<file path="config.mk">
export PLATFORM = sky130hd
export DESIGN_NAME = udi_mag_cmp_pipe
export DESIGN_NICKNAME = d
export VERILOG_FILES = /design/src/rtl/udi_mag_cmp_pipe.sv
export SDC_FILE = /design/constraint.sdc
export NUM_CORES = 2
export LEC_CHECK = 0
export ABC_AREA = 0
export CORE_AREA = 2 2 251 253
export DETAILED_ROUTE_END_ITERATION = 10
export DIE_AREA = 0 0 253 255
export PLACE_DENSITY = 0.73
export SETUP_SLACK_MARGIN = 0.3
export SLEW_MARGIN = 20
export SYNTH_ARGS = -nofsm -noshare
export SYNTH_HDL_FRONTEND = slang
export SYNTH_SLANG_ARGS = --single-unit
export TNS_END_PERCENT = 10
</file>
<file path="constraint.sdc">
create_clock -name UDI_gclk -period 21.2 [get_ports UDI_gclk]
set_clock_uncertainty 0.15 [all_clocks]
set_input_delay 5.3 -clock UDI_gclk [delete_from_list [all_inputs] [get_ports UDI_gclk]]
set_output_delay 5.3 -clock UDI_gclk [all_outputs]
set_load 0.03 [all_outputs]
</file>
<file path="src/rtl/udi_mag_cmp_pipe.sv">
// M14K UDI payload: squared magnitude of the upper operand halves, compared against a threshold
// bank and summed into a saturating energy accumulator, with a LAT-cycle result latency.
module udi_mag_cmp_pipe #(
  parameter int OPW  = 16,
  parameter int NTHR = 4,
  parameter int LAT  = 2
) (
  input  logic        UDI_gclk,
  input  logic        UDI_greset_n,
  input  logic [31:0] UDI_ir_e,
  input  logic        UDI_irvalid_e,
  input  logic [31:0] UDI_rs_e,
  input  logic [31:0] UDI_rt_e,
  input  logic        UDI_start_e,
  input  logic        UDI_kill_m,
  input  logic        UDI_run_m,
  output logic [31:0] UDI_rd_m,
  output logic [4:0]  UDI_wrreg_e,
  output logic        UDI_ri_e,
  output logic        UDI_stall_m,
  output logic        UDI_present,
  output logic        UDI_honor_cee
);

  localparam int IW = (NTHR > 1) ? $clog2(NTHR) : 1;

  localparam logic [5:0] F_SUM   = 6'd16;
  localparam logic [5:0] F_SUMSH = 6'd17;
  localparam logic [5:0] F_SQ    = 6'd18;
  localparam logic [5:0] F_WRTHR = 6'd19;
  localparam logic [5:0] F_CMPS  = 6'd20;
  localparam logic [5:0] F_CMPH  = 6'd21;
  localparam logic [5:0] F_CMPQ  = 6'd22;
  localparam logic [5:0] F_ACC   = 6'd23;
  localparam logic [5:0] F_RDCLR = 6'd24;

  typedef enum logic [1:0] {
    S_IDLE = 2'd0,
    S_BUSY = 2'd1,
    S_DONE = 2'd2
  } state_t;

  function automatic logic [31:0] sat32(input logic [33:0] v);
    if (v[33:32] != 2'b00) begin
      sat32 = 32'hFFFF_FFFF;
    end else begin
      sat32 = v[31:0];
    end
  endfunction

  state_t          state_q, state_d;
  logic [1:0]      cnt_q, cnt_d;
  logic [5:0]      op_q, op_d;
  logic [IW-1:0]   idx_q, idx_d;
  logic [31:0]     rs_q, rs_d;
  logic [OPW-1:0]  b_q, b_d;
  logic [31:0]     rd_m_q, rd_m_d;
  logic [31:0]     acc_q, acc_d;
  logic [31:0]     thr_q [NTHR];
  logic [31:0]     thr_d [NTHR];

  logic [5:0]      funct_s;
  logic            major_s, legal_s, kill_s, issue_s, finish_s, commit_s;
  logic [IW-1:0]   idx_e_s, src_idx_s;
  logic [5:0]      src_op_s;
  logic [OPW-1:0]  src_a_s, src_b_s;
  logic [33:0]     aa_s, bb_s, s_wide_s;
  logic [32:0]     acc_sum_s;
  logic [31:0]     sum32_s, sumsh_s, sq_s, thr_sel_s, result_s;
  logic            unused_s;

  assign funct_s       = UDI_ir_e[5:0];
  assign major_s       = (UDI_ir_e[31:26] == 6'd28);
  assign legal_s       = (funct_s >= F_SUM) && (funct_s <= F_RDCLR);
  assign kill_s        = UDI_kill_m & UDI_run_m;
  assign UDI_present   = 1'b1;
  assign UDI_honor_cee = 1'b1;
  assign UDI_rd_m      = rd_m_q;
  assign UDI_stall_m   = (state_q == S_BUSY) & ~kill_s;
  assign unused_s      = ^{UDI_rt_e[31-OPW:0], UDI_ir_e[25:16], UDI_ir_e[10:6]};

  // Instruction decode in E: reserved-instruction flag, destination register, issue qualifier.
  always_comb begin
    UDI_ri_e    = UDI_irvalid_e & major_s & (funct_s[5:4] == 2'b01) & ~legal_s;
    UDI_wrreg_e = (funct_s == F_WRTHR) ? 5'd0 : UDI_ir_e[15:11];
    if (NTHR == 1) begin
      idx_e_s = '0;
    end else begin
      idx_e_s = UDI_ir_e[6 +: IW];
    end
    // A killed M op frees the unit in the same cycle only when there is no busy period.
    issue_s = UDI_irvalid_e & UDI_start_e & major_s & legal_s &
              ((state_q == S_IDLE) | ((LAT == 1) & (state_q == S_DONE) & kill_s));
  end

  // Datapath: with LAT=1 the result is formed straight from the E operands.
  always_comb begin
    if (LAT == 1) begin
      src_op_s  = funct_s;
      src_idx_s = idx_e_s;
      src_a_s   = UDI_rs_e[31 -: OPW];
      src_b_s   = UDI_rt_e[31 -: OPW];
    end else begin
      src_op_s  = op_q;
      src_idx_s = idx_q;
      src_a_s   = rs_q[31 -: OPW];
      src_b_s   = b_q;
    end
    aa_s      = 34'(src_a_s) * 34'(src_a_s);
    bb_s      = 34'(src_b_s) * 34'(src_b_s);
    s_wide_s  = aa_s + bb_s;
    sum32_s   = sat32(s_wide_s);
    sumsh_s   = s_wide_s[32:1];
    sq_s      = aa_s[31:0];
    thr_sel_s = thr_q[src_idx_s];
    acc_sum_s = {1'b0, acc_q} + {1'b0, sum32_s};
    case (src_op_s)
      F_SUM:   result_s = sum32_s;
      F_SUMSH: result_s = sumsh_s;
      F_SQ:    result_s = sq_s;
      F_CMPS:  result_s = {31'd0, (sum32_s > thr_sel_s)};
      F_CMPH:  result_s = {31'd0, (sumsh_s > thr_sel_s)};
      F_CMPQ:  result_s = {31'd0, (sq_s > thr_sel_s)};
      F_ACC:   result_s = sat32({1'b0, acc_sum_s});
      F_RDCLR: result_s = acc_q;
      default: result_s = rd_m_q;
    endcase
  end

  // Control FSM next-state, operand capture and architectural state update.
  always_comb begin
    state_d  = state_q;
    cnt_d    = cnt_q;
    finish_s = 1'b0;
    commit_s = 1'b0;
    case (state_q)
      S_IDLE: begin
        if (issue_s && (LAT == 1)) begin
          state_d  = S_DONE;
          finish_s = 1'b1;
        end else if (issue_s) begin
          state_d = S_BUSY;
          cnt_d   = 2'd1;
        end else begin
          state_d = S_IDLE;
        end
      end
      S_BUSY: begin
        if (kill_s) begin
          state_d = S_IDLE;
          cnt_d   = 2'd0;
        end else if (cnt_q == 2'(LAT - 1)) begin
          state_d  = S_DONE;
          cnt_d    = 2'd0;
          finish_s = 1'b1;
        end else begin
          cnt_d = cnt_q + 2'd1;
        end
      end
      S_DONE: begin
        if (kill_s && issue_s) begin
          state_d  = S_DONE;
          finish_s = 1'b1;
        end else if (kill_s) begin
          state_d = S_IDLE;
        end else if (UDI_run_m) begin
          state_d  = S_IDLE;
          commit_s = 1'b1;
        end else begin
          state_d = S_DONE;
        end
      end
      default: begin
        state_d = S_IDLE;
        cnt_d   = 2'd0;
      end
    endcase

    if (issue_s) begin
      op_d  = funct_s;
      idx_d = idx_e_s;
      rs_d  = UDI_rs_e;
      b_d   = UDI_rt_e[31 -: OPW];
    end else begin
      op_d  = op_q;
      idx_d = idx_q;
      rs_d  = rs_q;
      b_d   = b_q;
    end

    rd_m_d = finish_s ? result_s : rd_m_q;

    // rd_m_q already holds the new accumulator value by the time the ACC op commits.
    acc_d = acc_q;
    thr_d = thr_q;
    if (commit_s) begin
      case (op_q)
        F_ACC:   acc_d = rd_m_q;
        F_RDCLR: acc_d = 32'd0;
        F_WRTHR: thr_d[idx_q] = rs_q;
        default: acc_d = acc_q;
      endcase
    end else begin
      acc_d = acc_q;
    end
  end

  // State registers; reset aborts any operation in flight without committing it.
  always_ff @(posedge UDI_gclk or negedge UDI_greset_n) begin
    if (!UDI_greset_n) begin
      state_q <= S_IDLE;
      cnt_q   <= 2'd0;
      op_q    <= 6'd0;
      idx_q   <= '0;
      rs_q    <= 32'd0;
      b_q     <= '0;
      rd_m_q  <= 32'd0;
      acc_q   <= 32'd0;
      for (int i = 0; i < NTHR; i++) begin
        thr_q[i] <= 32'hFFFF_FFFF;
      end
    end else begin
      state_q <= state_d;
      cnt_q   <= cnt_d;
      op_q    <= op_d;
      idx_q   <= idx_d;
      rs_q    <= rs_d;
      b_q     <= b_d;
      rd_m_q  <= rd_m_d;
      acc_q   <= acc_d;
      for (int i = 0; i < NTHR; i++) begin
        thr_q[i] <= thr_d[i];
      end
    end
  end

endmodule

</file>
## After elaboration in Yosys (flattened, before gate mapping)

Index checks and enable logic that the tools add are counted.

| word-level totals | value |
|---|---|
| flip-flop bits (word level) | 252 |
| bits in latches | 0 |
| RAM bits | 0 |
| ROM bits | 0 |
| input bits | 102 |
| output and inout port bits | 41 |
| word-level logic and storage cells | 95 |
| memories | 0 |

| operators by class | value |
|---|---|
| $add $sub $neg | 3 |
| multipliers | 2 |
| div/mod/pow operators | 0 |
| magnitude comparators | 7 |
| eq/ne operators | 17 |
| shifts and indexed selects | 0 |
| mux-type cells | 30 |
| bitwise logic cells | 13 |
| reduce and logical (&&, ||, !) cells | 11 |

Operator list:

| cell | number |
|---|---|
| case mux 32 bit (8 select lines) | 1 |
| 2-to-1 mux 32 bit | 5 |
| bitwise mux 128 bit | 1 |
| greater-than comparator 32 bit | 3 |
| adder 32 x 32 -> 33 bit | 2 |
| equality test 6 x 5 -> 1 bit (second input constant) | 11 |
| binary-select mux 32 bit (select 2 bit) | 1 |
| demux 32 bit (select 2 bit) | 1 |
| multiplier 16 x 16 -> 32 bit | 2 |
| case mux 32 bit (2 select lines) | 1 |
| 2-to-1 mux 2 bit | 8 |
| case mux 2 bit (3 select lines) | 2 |
| bitwise AND 1 bit | 9 |
| 2-to-1 mux 1 bit | 8 |
| AND reduction 2 bit | 4 |
| nonzero test 8 bit | 1 |
| equality test 2 x 1 -> 1 bit (second input constant) | 3 |
| greater-or-equal comparator 6 x 5 -> 1 bit (second input constant) | 1 |
| <= comparator 6 x 5 -> 1 bit (second input constant) | 1 |
| 2-to-1 mux 5 bit | 1 |
| nonzero test 2 bit | 2 |
| greater-or-equal comparator 3 bit (second input constant) | 1 |
| logical AND 1 bit | 3 |
| less-than comparator 3 x 1 -> 1 bit (second input constant) | 1 |
| other kinds (8) | 10 |

## Logic depth before layout (Yosys ltp)

| depth | value |
|---|---|
| depth after elaboration | 8 |
| depth in mapped cells | 54 |
| gate-level depth less buffers | 52 |

## Worst setup path after synthesis

OpenSTA, ideal clock, no wires.

| timing path | value |
|---|---|
| path type | flip-flop to flip-flop |
| start point | register rs_q[18] |
| end point | register rd_m_q[13] (netlist: UDI_rd_m[13]) |
| library setup time | 0.080 ns |
| data arrival time | 12.016 ns |
| required time | 20.970 ns |
| setup slack | 8.954 ns |
| cell stages (with the launch flop) | 50 |
| path buffers | 4 |
| clock period less this slack | 12.246 ns |
| cells stage by stage | dfrtp_1 clkbuf_1 nand2_1 inv_1 fa_1 inv_1 fa_1 inv_1 fa_1 fa_1 fa_1 inv_1 fa_1 inv_1 ha_1 a211oi_1 nor2_1 or3_1 [14 not listed] o311a_4 o31ai_4 xnor2_2 clkbuf_1 clkbuf_1 nand2_1 ha_1 nand2_2 or3_4 a211o_1 a21oi_2 a211oi_2 nand2b_4 o31ai_4 buf_6 o21ai_1 o211a_1 nor3_2 |

| between the ends | value |
|---|---|
| word-level cells in the longest chain between the ends | 7 |

Ends and longest elaborated chain:

| what | RTL line | text |
|---|---|---|
| start: declaration | 55 | `logic [31:0] rs_q, rs_d;` |
| start signal: assignment | 227 | `rs_q <= rs_d;` |
| multiplier 16 x 16 -> 32 bit * | 109 | `aa_s = 34'(src_a_s) * 34'(src_a_s);` |
| adder 32 x 32 -> 33 bit | 111 | `s_wide_s = aa_s + bb_s;` |
| nonzero test 2 bit | 44 | `if (v[33:32] != 2'b00) begin` |
| 2-to-1 mux 32 bit | 44 |  |
| adder 32 x 32 -> 33 bit | 116 | `acc_sum_s = {1'b0, acc_q} + {1'b0, sum32_s};` |
| 2-to-1 mux 32 bit | 44 |  |
| case mux 32 bit (8 select lines) * | 117 | `case (src_op_s)` |
| end signal: assignment | 229 | `rd_m_q <= rd_m_d;` |
| end: declaration | 57 | `logic [31:0] rd_m_q, rd_m_d;` |

Mark *: on every way between the ends. The rest lies on a longest branch, timed or not.
A chain may end at the register's enable or synchronous reset.

## Worst setup path in the final report

| timing path | value |
|---|---|
| start point | register rs_q[28] |
| end point | register rd_m_q[31] (netlist: UDI_rd_m[31]) |

The elaborated chain is that of the path after synthesis.

==> results.txt <==
Most frequent cells in the layout: 576 x inv_1, 356 x fa_1, 342 x nand2_1
Design Area, Final: 0.0337 mm²
Crit path kind: flop to flop
Critical Path RT: 21.57 ns
Core area: 0.0622 mm²
CTS max path bufs: 3
Htree depth: 1
RSZ-0062 raised after global routing: no
Post-synthesis sequential area ratio: 0.210
Worst Tran Pin Value: 1.13 ns
Syn Inst Count: 3240
Post-CTS sizing: 0
Placed cell area: 0.0326 mm²
Syn_area_per_cell: 9.49 µm²
Top_reg_cell synth: dfstp_2
Synth Warn #: 0
CTS buffer count: 31
Final min period: 14.76 ns
Critical Path Source Type: flop
Status: finished, final reports clean
WL/cell: 19.6 µm
Ys async rst share: 1.00
Hold/Removal Path Class: flop to flop
Die ar.: 0.0645 mm²
Cell taking the most area after synthesis: fa_1
Sequential Area: 0.00647 mm²
Slowest CP cell: dfrtp_1
Count of different cell masters after synthesis: 87
Number of buffers and inverters on the critical path: 10
Initial antenna violation count: 0
Post-synth top area share: 0.232
Worst-path clk slew: 0.07 ns
Gr usage total: 0.257
IO buf count: 111
Crit path max-delay family: adder cells
First-pass GRT wire length: 131 mm
Via count: 23500
Hpwl dp: 63.3 mm
I/O pins: 143
Synth Register Bits: 252
Crit path DAT: 15.13 ns
CTS Hold Bufs: 0
CTS Sinks: 252
Initial drt markers: 1634
Fillers: 5533
Layout cell share with drive strength beyond 1: 0.129
Grt ovf: 0
Post-CTS Setup Bufs: 0
Drt via density: 5.71
Total iterations of the first detailed-routing run: 6
Placement Rows: 92
Layout Nets: 4076
Starting density of the core: 0.494
CP Max Fanout: 36
Slew Limit Fails: 0
Area added between synthesis and finish: 9.69%
Area contributors post-synth: fa_1 23%, ha_1 13%, dfstp_2 11%, dfrtp_1 10%, inv_1 7.0%
Finished Core Util: 0.542
Final ANT Viol Nets: 0
Worst skew pair latency: 0.62 ns
Max cap viols: 0
Die Wd: 253 µm
Largest stage delay, worst path: 0.76 ns
Worst slew margin: 0.244
Number of synthesized flops with an enable pin: 0
CTS root buf: clkbuf_16
Vias in the first global route: 24000
CTS tree: built
Mapped Area: 0.0307 mm²
Die span in y: 255 µm
Hold violation total from the final report: 0
Largest net degree at the start of global routing: 125
Crit end category: flop
RePlAce Congestion: 0.958
# setup viols final: 0
Final Cycle Share: 0.696
Worst path most repeated cell: fa_1
Final wirelength: 80.8 mm
Leading cell type in the layout, fill and taps excluded: inv_1
Multi-input gate area: 0.0216 mm²
DRC: 0
Setup TNS: 0 ns
Peak Freq: 67.7 MHz
==> stage by stage <==
| step | std cells | hold WS, ns | setup slack, ns |
|---|---|---|---|
| 6_report | 4114 | 0.330 | 6.44 |
| 5_1_grt | 4113 | 0.356 | 5.85 |
| 4_1_cts | 4113 | 0.333 | 6.61 |
| 3_5_place_dp | 4055 | 0.326 | 6.68 |
| 3_3_place_gp | 4055 | 0.318 | 6.79 |
| 2_1_floorplan | 3241 | 0.306 | 8.95 |
==> state kept, by name, summed over array words and instances, names as in the netlist <==
register,flops
UDI_rd_m,32
acc_q,32
b_q,16
cnt_q,2
idx_q,2
op_q,6
rs_q,32
state_q,2
thr_q,128
==> routing by layer <==
layer  vias to the layer above  share of wire  GRT usage
met2                       787           0.47      0.425
met4                         0          0.039     0.0918
met3                       157          0.069     0.0369
li1                      10800              -          -
met5                         -              0          0
met1                     11800           0.42      0.346
==> cell usage after synthesis (all sizes together) (4+ instances only) <==
master / n
o31ai: 7
a2111oi: 4
a211oi: 19
mux2: 150
o31a: 5
a21oi: 145
o211ai: 22
nor3: 27
fa: 356
dfrtp: 124
inv: 576
o41ai: 5
or2: 6
xor2: 31
ha: 329
o22ai: 12
nand3: 29
nand2b: 40
a221o: 4
dfstp: 128
nor4: 10
mux4: 32
o21bai: 8
o21ai: 196
and2: 103
a31oi: 12
buf: 20
xnor2: 60
nand4: 29
and3: 12
nand2: 344
nor2b: 29
or3: 7
a31o: 4
a21o: 49
nor2: 113
a221oi: 24
o21a: 19
clkbuf: 103
==> path summary, 6_finish.rpt <==
| check | from | cells past startpoint | end | slack, ns |
|---|---|---|---|---|
| min in group asynchronous | UDI_greset_n | 1 | b_q[14]$_DFFE_PN0P_ | 4.60 |
| setup / recovery | rs_q[28]$_DFFE_PN0P_ | 50 | UDI_rd_m[31]$_DFFE_PN0P_ | 6.44 |
| hold reg to reg | thr_q[23]$_DFFE_PN1P_ | 2 | thr_q[23]$_DFFE_PN1P_ | 0.33 |
| hold / removal | thr_q[23]$_DFFE_PN1P_ | 2 | thr_q[23]$_DFFE_PN1P_ | 0.33 |
| max in group asynchronous | UDI_greset_n | 2 | acc_q[0]$_DFFE_PN0P_ | 14.79 |
| setup reg to reg | rs_q[28]$_DFFE_PN0P_ | 50 | UDI_rd_m[31]$_DFFE_PN0P_ | 6.44 |
==> kinds of logic after synthesis <==
| logic type | count (synthesis) | synth area share |
|---|---|---|
| and+or+nand+nor | 760 | 0.117 |
| buffers and inverters | 702 | 0.0867 |
| other | 1 | 0.000122 |
| xor gates and xnor gates | 91 | 0.0262 |
| adders and majority gates | 685 | 0.366 |
| DFF | 252 | 0.210 |
| AOI/OAI and AO/OA | 566 | 0.115 |
| muxes | 183 | 0.0787 |
==> cell type report <==
type,instances,share of cell area
multi-input combinational,2287,0.642
sequential,252,0.192
inverter,579,0.0645
timing repair buffer,138,0.0391
tap,799,0.0297
clock buffer,45,0.0282
clock inverter,13,0.00445
antenna,1,0.0000742
==> tightest hold or removal path: cells and delay by family, from the launching register on <==
family | cells | cell delay [ns]
flops | 1 | 0.37
compound gates | 1 | 0.07
simple gates | 1 | 0.04
Power is not shown: default switching activity piles up to over one toggle a cycle in this logic, so the estimate is an artifact.
